==> config.mk <==
export PLATFORM = sky130hd
export DESIGN_NAME = boot_dump_controller
export DESIGN_NICKNAME = d
export VERILOG_FILES = /design/src/rtl/boot_dump_controller.sv
export SDC_FILE = /design/constraint.sdc
export NUM_CORES = 1
export LEC_CHECK = 0
export ABC_AREA = 1
export BUFFER_PORTS_ARGS = -buffer_cell sky130_fd_sc_hd__buf_2
export CAP_MARGIN = 25
export CORE_UTILIZATION = 44
export DETAILED_ROUTE_END_ITERATION = 8
export PLACE_DENSITY = 0.77
export SLEW_MARGIN = 20
export SYNTH_ARGS = -nofsm -noshare
export SYNTH_HDL_FRONTEND = slang
export SYNTH_SLANG_ARGS = --single-unit
==> constraint.sdc <==
create_clock -name clock -period 1.95 [get_ports clock]
set_clock_uncertainty 0.05 [all_clocks]
set_input_delay 0.39 -clock clock [delete_from_list [all_inputs] [get_ports clock]]
set_output_delay 0.39 -clock clock [all_outputs]
set_load 0.05 [all_outputs]
==> src/rtl/boot_dump_controller.sv <==
// boot_dump_controller: copies a boot image from ROM into RAM and releases the CPU.
// On halt or watchdog expiry it settles, then streams a RAM window out over a valid/ready port.
module boot_dump_controller #(
    parameter int          ADDR_W      = 16,
    parameter int          DATA_W      = 8,
    parameter int          STAR_W      = 7,
    parameter int unsigned HALT_STATE  = 42,
    parameter int unsigned LOAD_BASE   = 0,
    parameter int unsigned LOAD_LEN    = 256,
    parameter int unsigned DUMP_BASE   = 0,
    parameter int unsigned DUMP_LEN    = 256,
    parameter int unsigned SETTLE      = 20,
    parameter int unsigned RUN_TIMEOUT = 0
) (
    input  logic              clock,
    input  logic              reset,
    input  logic              on,
    input  logic [STAR_W-1:0] star,
    output logic              cpu_reset,
    output logic              src_rd,
    output logic [ADDR_W-1:0] src_addr,
    input  logic [DATA_W-1:0] src_data,
    output logic              ram_rd,
    output logic              ram_we,
    output logic [ADDR_W-1:0] ram_addr,
    output logic [DATA_W-1:0] ram_wdata,
    input  logic [DATA_W-1:0] ram_rdata,
    output logic              dump_valid,
    output logic [DATA_W-1:0] dump_data,
    output logic              dump_last,
    input  logic              dump_ready,
    output logic              busy,
    output logic              done,
    output logic              timeout
);
    typedef enum logic [2:0] {
        ST_IDLE, ST_LOAD, ST_RUN, ST_SETTLE, ST_DUMP_RD, ST_DUMP_OUT, ST_DONE
    } state_t;

    state_t              r_state, w_next, w_post_run, w_post_settle;
    logic [31:0]         r_cnt, w_cnt_next;
    logic                r_timeout, w_timeout_next, r_fresh, w_halt;
    logic [DATA_W-1:0]   r_dump_data;

    assign w_halt        = star == STAR_W'(HALT_STATE);
    assign w_post_settle = (DUMP_LEN != 0) ? ST_DUMP_RD : ST_DONE;
    assign w_post_run    = (SETTLE != 0) ? ST_SETTLE : w_post_settle;

    // r_cnt is the LOAD pipeline index, RUN/SETTLE cycle count, or dump word index
    always_comb begin
        w_next         = r_state;
        w_cnt_next     = r_cnt + 1;
        w_timeout_next = r_timeout;
        case (r_state)
            ST_IDLE: begin
                w_cnt_next     = '0;
                w_timeout_next = 1'b0;
                if (on) w_next = (LOAD_LEN == 0) ? ST_RUN : ST_LOAD;
            end
            ST_LOAD: if (r_cnt == LOAD_LEN) begin
                w_next     = ST_RUN;
                w_cnt_next = '0;
            end
            ST_RUN: if (w_halt) begin
                w_next     = w_post_run;
                w_cnt_next = '0;
            end else if (RUN_TIMEOUT != 0 && r_cnt == RUN_TIMEOUT - 1) begin
                w_next         = w_post_run;
                w_cnt_next     = '0;
                w_timeout_next = 1'b1;
            end
            ST_SETTLE: if (r_cnt == SETTLE - 1) begin
                w_next     = w_post_settle;
                w_cnt_next = '0;
            end
            ST_DUMP_RD: begin
                w_next     = ST_DUMP_OUT;
                w_cnt_next = r_cnt;
            end
            ST_DUMP_OUT: begin
                w_cnt_next = r_cnt;
                if (dump_ready) begin
                    w_next     = (r_cnt == DUMP_LEN - 1) ? ST_DONE : ST_DUMP_RD;
                    w_cnt_next = r_cnt + 1;
                end
            end
            ST_DONE: w_cnt_next = r_cnt;
            default: w_next = ST_IDLE;
        endcase
        if (!on) begin
            w_next         = ST_IDLE;
            w_cnt_next     = '0;
            w_timeout_next = 1'b0;
        end
    end

    always_ff @(posedge clock or posedge reset) begin
        if (reset) begin
            r_state     <= ST_IDLE;
            r_cnt       <= '0;
            r_timeout   <= 1'b0;
            r_fresh     <= 1'b0;
            r_dump_data <= '0;
        end else begin
            r_state     <= w_next;
            r_cnt       <= w_cnt_next;
            r_timeout   <= w_timeout_next;
            r_fresh     <= r_state == ST_DUMP_RD && w_next == ST_DUMP_OUT;
            if (r_fresh) r_dump_data <= ram_rdata;
        end
    end

    // RAM read data is only valid in the first DUMP_OUT cycle; later cycles replay the latched copy
    assign src_rd     = r_state == ST_LOAD && r_cnt < LOAD_LEN;
    assign src_addr   = src_rd ? ADDR_W'(LOAD_BASE + r_cnt) : '0;
    assign ram_we     = r_state == ST_LOAD && r_cnt != 0;
    assign ram_rd     = r_state == ST_DUMP_RD;
    assign ram_addr   = ram_we ? ADDR_W'(LOAD_BASE + r_cnt - 1) :
                        ram_rd ? ADDR_W'(DUMP_BASE + r_cnt) : '0;
    assign ram_wdata  = ram_we ? src_data : '0;
    assign dump_valid = r_state == ST_DUMP_OUT;
    assign dump_data  = dump_valid ? (r_fresh ? ram_rdata : r_dump_data) : '0;
    assign dump_last  = dump_valid && r_cnt == DUMP_LEN - 1;
    assign cpu_reset  = r_state != ST_RUN;
    assign busy       = r_state != ST_IDLE && r_state != ST_DONE;
    assign done       = r_state == ST_DONE;
    assign timeout    = r_timeout;
endmodule
**Word level (Yosys, flattened, before mapping)**

Index checks and enable logic that the tools add are counted.

- Bitwise operators: 0
- Add/sub/neg operators: 2
- Reductions and logical operators: 10
- Eq/ne operators: 16
- Multipliers: 0
- $lt $le $gt $ge: 1
- Divide/modulo/power cells: 0
- Muxes and demuxes: 21
- Shift operators: 0

Operator list:

| operator | count |
|---|---|
| $pmux 32 s6 | 1 |
| $mux 32 | 5 |
| $mux 16 | 3 |
| $add 32x1->32 const B | 1 |
| $eq 32x5->1 const B | 1 |
| $eq 32x8->1 const B | 1 |
| $eq 32x9->1 const B | 1 |
| $lt 32x9->1 const B | 1 |
| $reduce_bool 32->1 | 1 |
| $mux 8 | 3 |
| $pmux 3 s7 | 1 |
| $sub 16x1->16 const B | 1 |
| $mux 3 | 5 |
| $eq 3x3->1 const B | 4 |
| $eq 7x6->1 const B | 1 |
| $eq 3x2->1 const B | 2 |
| $ne 3x2->1 const B | 2 |
| $logic_and 1x1->1 | 5 |
| $eq 3x1->1 const B | 1 |
| $logic_not 3->1 | 1 |
| $ne 3x3->1 const B | 1 |
| $reduce_bool 3->1 | 1 |
| $mux 1 | 2 |
| $mux 2 | 1 |
| 4 further kinds | 4 |

- Memories: 0
- Logic and storage cells: 55
- Register bits: 45
- Memory bits (read-only): 0
- Bits in latches: 0
- RAM bits: 0
- Output and inout port bits: 57

**Depth between registers and ports, before layout**

Gate-level depths: netlist of run 1.

- Word-level depth: 7
- Mapped depth: 12

**Worst setup path before layout of run 1**

No wires, ideal clock.

- Path kind: flip-flop to output port
- From: register r_cnt[12]
- To: output src_addr[0]
- Stages on the path, launching flop included: 11
- Arrival time: 2.678 ns
- Required time: 1.510 ns
- Setup slack: -1.168 ns
- Path through: dfrtp_1 > buf_6 > nor2_2 > nand2_1 > nor2_2 > inv_1 > nor2_1 > inv_1 > nor2_1 > inv_1 > nor2_1

- Cells in the longest elaborated chain, start to end: 3

RTL lines:

| item | line | RTL |
|---|---|---|
| start: declaration | 41 | `logic [31:0] r_cnt, w_cnt_next;` |
| start signal: assignment | 106 | `r_cnt <= w_cnt_next;` |
| $lt 32x9->1 | 114 | `assign src_rd = r_state == ST_LOAD && r_cnt < LOAD_LEN;` |
| $logic_and 1x1->1 | 114 |  |
| named net src_rd | 20 | `output logic src_rd,` |
| $mux 16 | 115 | `assign src_addr = src_rd ? ADDR_W'(LOAD_BASE + r_cnt) : '0;` |
| end: declaration | 21 | `output logic [ADDR_W-1:0] src_addr,` |

The timed path passes the listed nets, and every way through them passes these cells.

**Final worst setup path of run 1**

- From: register r_cnt[1]
- To: output ram_addr[8]

- Cells in the longest elaborated chain, start to end: 3

RTL lines:

| item | line | RTL |
|---|---|---|
| parallel branches: the longest is 2 deep, another holds $sub 16x1->16 | - |  |
| $mux 16 (*) | 118 | `assign ram_addr = ram_we ? ADDR_W'(LOAD_BASE + r_cnt - 1) :` |
| end: declaration | 25 | `output logic [ADDR_W-1:0] ram_addr,` |

Every way passes the cells marked *.

==> results.toml, run 1 <==
[run_status]
status = "complete, but fails checks"
failed_checks = "setup timing"

[floorplan]
core_um2 = 7767
die_area_um2 = 8451
num_io_pins = 84
start_util = 0.4581
die_h_um = 91.93
rows = 32
die_w_um = 91.93

[sta]
worst_pin_slew_ns = 0.5676
finalCriticalPeriod_ns = 2.675
max_slew_margin = 0.6216
fmax_mhz = 373.9
whs_ns = 0.1670
finalWorstSetupSlack_ns = -0.7247
finalCritPeriodShare = 1.372
drv_slew = 0
rsz0062_at_grt = "yes"
hold_viol_final = 0
setup_viol = 68

[grt]
grt_max_degree = 45
track_usage = 0.3464
antenna_found_initial = 0
grt_pass1_wl_um = 22400
grt_pass1_vias = 4514
grt_overflow_total = 0

[finish]
instances_no_fill = 838
drive_gt1_frac = 0.4742
fin_area_um2 = 6126
fin_nets = 765
antenna_cells = 0
synthToLayoutAreaGrowth_pct = 72.15

[yosys]
async_reset_ff_frac = 1.000
avgSynthCellArea_um2 = 6.458
synth_cell_types = 34
ys_warn_count = 0
syn_area_um2 = 3558
yosysTopAreaCell = "dfrtp_1"
seq_area_frac_synth = 0.3094
ys_seq_elements = 44
synth-edff-count = 0
synthTopCellsByArea = "dfrtp_1, nand2_1, nor2_1, inv_1, xor2_1"
synth_ff_type = "dfrtp_1"
synth_most_common_cell = "nand2_1"
netlist_instances = 551
yosys-top-cells-count = "nand2_1, nor2_1, inv_1, dfrtp_1, nand3_1"
yosys.area.top_type_share = 0.3094

[route]
vias_per_cell = 5.489
drc = 0
ant_nets = 0
drt_iter0_markers = 473
vias = 4600
first_pass_iters = 6
routedWlPerCell_um = 18.32
wirelength_um = 15350

[place]
post_dp_cell_area_um2 = 5019
hpwl_um = 8172
place_inst = 803
io_buffers = 74
dpl_worst_slack_ns = -0.3095
gp_congestion = 0.9399

[critical_path]
cp_max_fo = 3
worstPathRequired_ns = 1.51
arrival_ns = 2.23
slowest_delay_ns = 0.43
worstSetupEndpointType = "output pin"
start_kind = "flip-flop"
slowest_stage = "dfrtp_1"
path_cells = "inv_2, ha_4, nand2_1, nor2_2, xor2_2, o22ai_4, buf_6"
worstSetupPathType = "reg2out"

[clock_network]
cts_max_level = 2
clkSinkCount = 44
insertion_delay_ns = 0.30
cts-root-buf = "clkbuf_8"
cts_buffers = 5
cts_tree = "yes"
path_clk_slew_ns = 0.09
cts_max_path_buffers = 2

[pwr]
ir_worst_vdd_uv = 432.0
p_leak_nw = 2.955
power.density_nw_per_um2 = 369.7

[flow_run]
cap_violations = 0

[worst_hold_path]
hold_path.class = "in2async"
[sequential cells by signal, summed over array words and instances (netlist names)]
signal and count:
r_cnt 32, r_dump_data 8, r_fresh 1, r_state 3
[metrics by stage]
stage / utilization / TNS, ns / total power, mW
6_report: 0.7887 / -22.27 / 2.265
3_3_place_gp: 0.6461 / -4.779 / 1.396
5_1_grt: 0.7887 / -30.54 / 2.338
3_5_place_dp: 0.6461 / -6.493 / 1.405
4_1_cts: 0.7358 / -14.20 / 2.182
2_1_floorplan: - / -6.147 / 1.282
[where the power goes]
group / internal [mW] / leakage [nW] / switching (mW)
combinational: 0.220 / 2.32 / 0.394
sequential: 0.926 / 0.582 / 0.00822
clock: 0.380 / 0.0541 / 0.337
total: 1.53 / 2.96 / 0.739
[layout make-up]
type | count | area, um^2
clock inverter | 3 | 42.54
multi-input combinational | 413 | 2785
tap | 102 | 127.6
fill | 488 | 1642
timing repair buffer | 194 | 1693
sequential | 44 | 1106
clock buffer | 5 | 68.82
inverter | 77 | 302.8
[what timing repair did]
item | in CTS | in global routing
setup buffers | 15 | 11
hold buffers | 0 | 0
cloned | 1 | 0
setup endpoints to repair | 51 | 82
pin swaps | 17 | 24
gates resized for setup | 139 | 80
[placed cells by master (no fill, tap or decap), types with 3 or more instances in the layout]
cell,instances
nand2_2,16
nor3_2,7
o21ai_0,3
clkinvlp_4,4
o21ai_1,3
xor2_1,19
o22ai_4,3
nor2_1,71
clkbuf_8,5
nor3_4,3
conb_1,9
nor2_2,19
inv_1,65
nand3_4,5
dfrtp_2,4
a21oi_4,5
ha_4,3
nand2_4,13
o21ai_4,9
dfrtp_1,40
nand3_1,22
buf_12,4
nand2_1,116
buf_2,26
buf_8,11
xor2_2,4
inv_2,8
buf_6,45
nor3_1,7
buf_4,108
nor4_1,3
nor2_4,31
a21oi_1,4
nand4_1,19
a21oi_2,4
[critical path, delay by kind of cell (launching register included)]
kind                     cells  cell delay (ns)
adder cells (fa/ha/maj)      1             0.18
XOR/XNOR                     1             0.41
AO/OA/AOI/OAI                1             0.13
flip-flops                   1             0.43
buffers and inverters        2             0.32
AND/OR/NAND/NOR              2             0.45
[logic make-up after synthesis]
group,Yosys count,synth area share
AOI/OAI and AO/OA,36,0.05521
xor gates and xnor gates,27,0.06645
adders and majority gates,3,0.01055
buffers and inverters,102,0.1287
DFF,44,0.3094
other,1,0.001054
and+or+nand+nor,338,0.4286
[final timing paths]
check	from	slack, ns	endpoint	depth (start not counted)
setup / recovery	r_cnt[1]	-0.72	ram_addr[8]	7
hold / removal	reset	0.17	r_dump_data[1]	3
setup reg to reg	r_cnt[1]	-0.14	r_cnt[28]	13
hold reg to reg	r_dump_data[4]	0.44	r_dump_data[4]	2
max in group asynchronous	reset	1.26	r_cnt[6]	3
min in group clock	ram_rdata[4]	0.28	r_dump_data[4]	3
[per-layer routing]
layer	global-route usage	up-vias	share of wire
met3	0.09287	137	0.095
met1	0.3783	2052	0.34
met5	0	-	0
li1	-	2058	-
met2	0.6169	353	0.49
met4	0.1693	0	0.080
(Power assumes the default switching activity.)
==> run 2: changes to the inputs <==
- CORE_MARGIN: default -> 2
- SETUP_SLACK_MARGIN: default -> 0.15
==> run 2 against run 1 <==
Compared with the run above:
- the run still ends with setup timing left
- critical endpoint is now ram_addr[15]
- total power is 0.99% lower
- core utilization is 2.9 points higher
- die area up 4.4%
- largest cell class unchanged
- highest routed layer unchanged
==> results.toml, run 2 (synthesized netlist as in run 1, its figures left out) <==
[route]
wirelength_um = 14860
vias = 4655
routedWlPerCell_um = 17.58
first_pass_iters = 5
ant_nets = 0
drt_iter0_markers = 412
drc = 0
vias_per_cell = 5.509

[sta]
setup_tns_ns = -23.98
drv_slew = 0
max_slew_margin = 0.6074
worst_pin_slew_ns = 0.5889
finalWorstSetupSlack_ns = -0.6300
finalCriticalPeriod_ns = 2.580
setup_viol = 68
finalCritPeriodShare = 1.323
rsz0062_at_grt = "yes"
fmax_mhz = 387.6
hold_viol_final = 0

[floorplan]
core_um2 = 7767
die_h_um = 93.93
num_io_pins = 84
die_area_um2 = 8823
start_util = 0.4581
rows = 32
die_w_um = 93.93

[clock_network]
cts-root-buf = "clkbuf_8"
path_clk_slew_ns = 0.09
cts_max_level = 2
cts_max_path_buffers = 2
cts_tree = "yes"
cts_buffers = 5
hold_buffers = 0
clkSinkCount = 44
insertion_delay_ns = 0.30

[place]
post_dp_cell_area_um2 = 5229
hpwl_um = 8126
place_inst = 804
gp_congestion = 0.9376
io_buffers = 74
dpl_worst_slack_ns = -0.2796

[grt]
grt_pass1_vias = 4570
grt_overflow_total = 0
grt_max_degree = 45
antenna_found_initial = 0
track_usage = 0.3146
grt_pass1_wl_um = 21850

[critical_path]
worstSetupPathType = "reg2out"
worstPathRequired_ns = 1.51
worstSetupEndpointType = "output pin"
cp_max_fo = 6
arrival_ns = 2.14
start_kind = "flip-flop"
rrSetupSlack_ns = -0.24

[finish]
drive_gt1_frac = 0.4764
fillers = 411
largest_reg_flops = 32
fin_nets = 772
antenna_cells = 0
seq_area_um2 = 1110
layout_common_cells = "nand2_1, buf_4, nor2_1"
multi_input_area_um2 = 2783
final_common_cell = "nand2_1"
synthToLayoutAreaGrowth_pct = 78.45
reg_top3 = "r_cnt: 32 flops, r_dump_data: 8 flops, r_state: 3 flops"
instances_no_fill = 845
fin_area_um2 = 6350
regMostFlops = "r_cnt"

[run_status]
failed_checks = "setup timing"
status = "complete, but fails checks"

[pwr]
power.density_nw_per_um2 = 353.1
power.total_mw = 2.242
ir_worst_vdd_uv = 387.8
p_leak_nw = 2.986

[worst_hold_path]
hold_path.class = "in2async"

[flow_run]
cap_violations = 0
## run 2: cell types whose count changed in the layout (fill, tap and decap cells not counted), moves of 3 or more
cell and change:
nor2_2 -4, buf_4 -16, a21oi_2 -3, nor2_1 +3, dfrtp_1 -3, dfrtp_2 +3
a21oi_4 +3, buf_12 +4, buf_6 +14, inv_1 -5, inv_2 +3
## run 2: final timing paths
| path | from | to | depth (start not counted) |
|---|---|---|---|
| setup / recovery | r_cnt[11] | ram_addr[15] | 13 |
| setup reg to reg | r_cnt[11] | r_cnt[23] | 16 |
| hold / removal | reset | r_cnt[25] | 3 |
| min in group clock | ram_rdata[7] | r_dump_data[7] | 3 |
| max in group asynchronous | reset | r_cnt[0] | 3 |
| hold reg to reg | r_dump_data[4] | r_dump_data[4] | 2 |
## run 2: metrics by stage
step	hold slack [ns]	util
CTS	0.1965	0.7779
finish	0.1706	0.8175
global placement	0.4196	0.6732
detailed placement	0.4293	0.6732
floorplan	0.4058	-
global route	0.2300	0.8175
## run 2: area by class of cell
type | count | area share
Multi-Input combinational cell | 413 | 0.4382
Inverter | 77 | 0.04906
Timing Repair Buffer | 201 | 0.3025
Sequential cell | 44 | 0.1748
Clock buffer | 6 | 0.01300
Tap cell | 102 | 0.02010
Clock inverter | 2 | 0.002365
## run 2: repair_timing
action,in CTS,in global routing
cloned,3,1
endpoints found under the setup margin,81,82
pin swaps,21,15
resized for setup,152,45
setup buffers,16,13
## run 2: critical path, cell delays in order (launching register included)
cell	delay, ns
dfrtp_1	0.42
nor2_4	0.14
nand2_2	0.09
nor2_4	0.14
inv_2	0.07
nor2_1	0.14
nand2_1	0.11
nand2_4	0.14
buf_12	0.13
inv_8	0.04
buf_12	0.14
nand2_4	0.07
o21ai_4	0.05
buf_6	0.15
## run 2: per-layer routing
layer / track usage / wire [um]
met4: 0.1679 / 1101
met3: 0.05618 / 1035
met5: 0 / 0
met2: 0.5696 / 7485
met1: 0.3472 / 5234
## run 2: where the power goes
part	total, mW	switching (mW)	internal (mW)
clock network	0.633	0.346	0.288
logic	0.674	0.406	0.268
registers	0.935	0.00844	0.926
total	2.24	0.761	1.48
==> run 3: changes to the inputs <==
- PLACE_DENSITY: 0.77 -> 0.67
==> run 3 against run 2 <==
Compared with the run above:
- critical path depth down 6
- fmax shrank 0.10%
- count of clock-buffer cells in the layout unchanged
- flip-flop and latch count is the same
- core utilization down 2.1 points
- via count decreased by 7.0%
- non-clock buffer count fell by 7
- first-iteration DRC count is 65% lower
- clock power increased by 11%
- register-to-register slack better by 0.05 ns
- hold slack worse by 0.0042 ns
- total power increased by 0.77%
- the run still ends with setup timing left
==> results.toml, run 3 (synthesized netlist as in run 1, its figures left out) <==
[run_status]
status = "complete, but fails checks"
failed_checks = "setup timing"

[finish]
multi_input_area_um2 = 2728
fin_nets = 765
largest_reg_flops = 32
synthToLayoutAreaGrowth_pct = 73.91
final_common_cell = "nand2_1"
final_util = 0.7967
reg_top3 = "r_cnt: 32 flops, r_dump_data: 8 flops, r_state: 3 flops"
fillers = 504
drive_gt1_frac = 0.4579
instances_no_fill = 838
regMostFlops = "r_cnt"
layout_common_cells = "nand2_1, buf_4, nor2_1"
antenna_cells = 0
seq_area_um2 = 1104

[flow_run]
cap_violations = 0

[pwr]
power.density_nw_per_um2 = 365.1
power.total_mw = 2.260
ir_worst_vdd_uv = 316.8
p_leak_nw = 2.966

[floorplan]
die_h_um = 93.93
core_um2 = 7767
num_io_pins = 84
start_util = 0.4581
die_area_um2 = 8823
die_w_um = 93.93
rows = 32

[grt]
grt_pass1_vias = 4231
grt_max_degree = 45
grt_pass1_wl_um = 18980
antenna_found_initial = 0
track_usage = 0.2681
grt_overflow_total = 0

[sta]
fmax_mhz = 387.2
finalWorstSetupSlack_ns = -0.6327
setup_viol = 69
rsz0062_at_grt = "yes"
whs_ns = 0.1664
drv_slew = 0
hold_viol_final = 0
finalCriticalPeriod_ns = 2.583
worst_pin_slew_ns = 0.5571
finalCritPeriodShare = 1.324
max_slew_margin = 0.6286

[route]
first_pass_iters = 7
routedWlPerCell_um = 15.19
drc = 0
vias_per_cell = 5.168
ant_nets = 0
drt_iter0_markers = 144
vias = 4331
wirelength_um = 12730

[critical_path]
arrival_ns = 2.14
worstPathRequired_ns = 1.51
worstSetupPathType = "reg2out"
r2r_start = "r_cnt[28]"
worstSetupStartpoint = "r_cnt[3]"
start_kind = "flip-flop"
cp_max_fo = 4
worstSetupEndpointType = "output pin"

[clock_network]
clkSinkCount = 44
hold_buffers = 0
insertion_delay_ns = 0.30
cts-root-buf = "clkbuf_8"
cts_max_path_buffers = 2
cts_buffers = 5
cts_max_level = 2
path_clk_slew_ns = 0.09
cts_tree = "yes"

[place]
place_inst = 804
hpwl_um = 8230
gp_congestion = 0.8989
io_buffers = 74

[worst_hold_path]
hold_path.class = "in2async"
run 3: changes by cell type in the layout (fill, tap and decap cells not counted), sizes merged:
| cell | previous run | this run |
|---|---|---|
| buf | 200 | 193 |
| clkinvlp | 4 | 2 |
| bufinv | 0 | 1 |
| clkinv | 0 | 1 |
run 3: where the power goes:
group          switching (mW)  leakage [nW]  internal [mW]
Combinational           0.377          2.33          0.243
Clock                   0.323        0.0552          0.381
Sequential            0.00921         0.586          0.926
Total                   0.710          2.97           1.55
run 3: per-stage QoR:
step	TNS, ns	instance area [um^2]	setup slack (ns)
2_1_floorplan	-5.097	4174	-0.5764
3_3_place_gp	-4.818	5254	-0.2450
3_5_place_dp	-5.432	5254	-0.2812
4_1_cts	-14.13	5943	-0.4787
5_1_grt	-26.23	6188	-0.6521
6_report	-20.42	6188	-0.6327
run 3: cell type report:
class                   count  share of cell area
inverters                  77             0.04953
repair buffers            194              0.2934
multi-input cells         413              0.4408
well taps                 102             0.02062
flip-flops and latches     44              0.1783
clock buffers               6             0.01173
clock inverters             2            0.005661
run 3: path summary, 6_finish.rpt:
path	endpoint	slack [ns]	cells past startpoint
max in group asynchronous	r_state[0]	1.28	3
worst max register to register	r_cnt[31]	-0.19	13
worst min-delay path	r_cnt[30]	0.17	3
min in group clock	r_dump_data[4]	0.28	3
worst max-delay path	ram_addr[5]	-0.63	7
worst min register to register	r_dump_data[4]	0.46	2
run 3: routing by layer:
layer / track usage / part of all wire
met4: 0.08937 / 0.046
met2: 0.5125 / 0.53
met5: 0 / 0
met1: 0.3054 / 0.38
met3: 0.03210 / 0.045
run 3: critical path, stage by stage, from the launching register on:
cell,delay [ns]
dfrtp_1,0.46
nor2_2,0.22
nand2_1,0.11
nor2_2,0.25
xor2_1,0.45
nand2_4,0.09
o21ai_4,0.07
buf_6,0.17
run 3: repair_timing:
action,4_1_cts,5_1_grt
buffers inserted,8,14
cloned,3,1
resized for setup,135,32
pin swaps,12,15
setup endpoints to repair,81,82
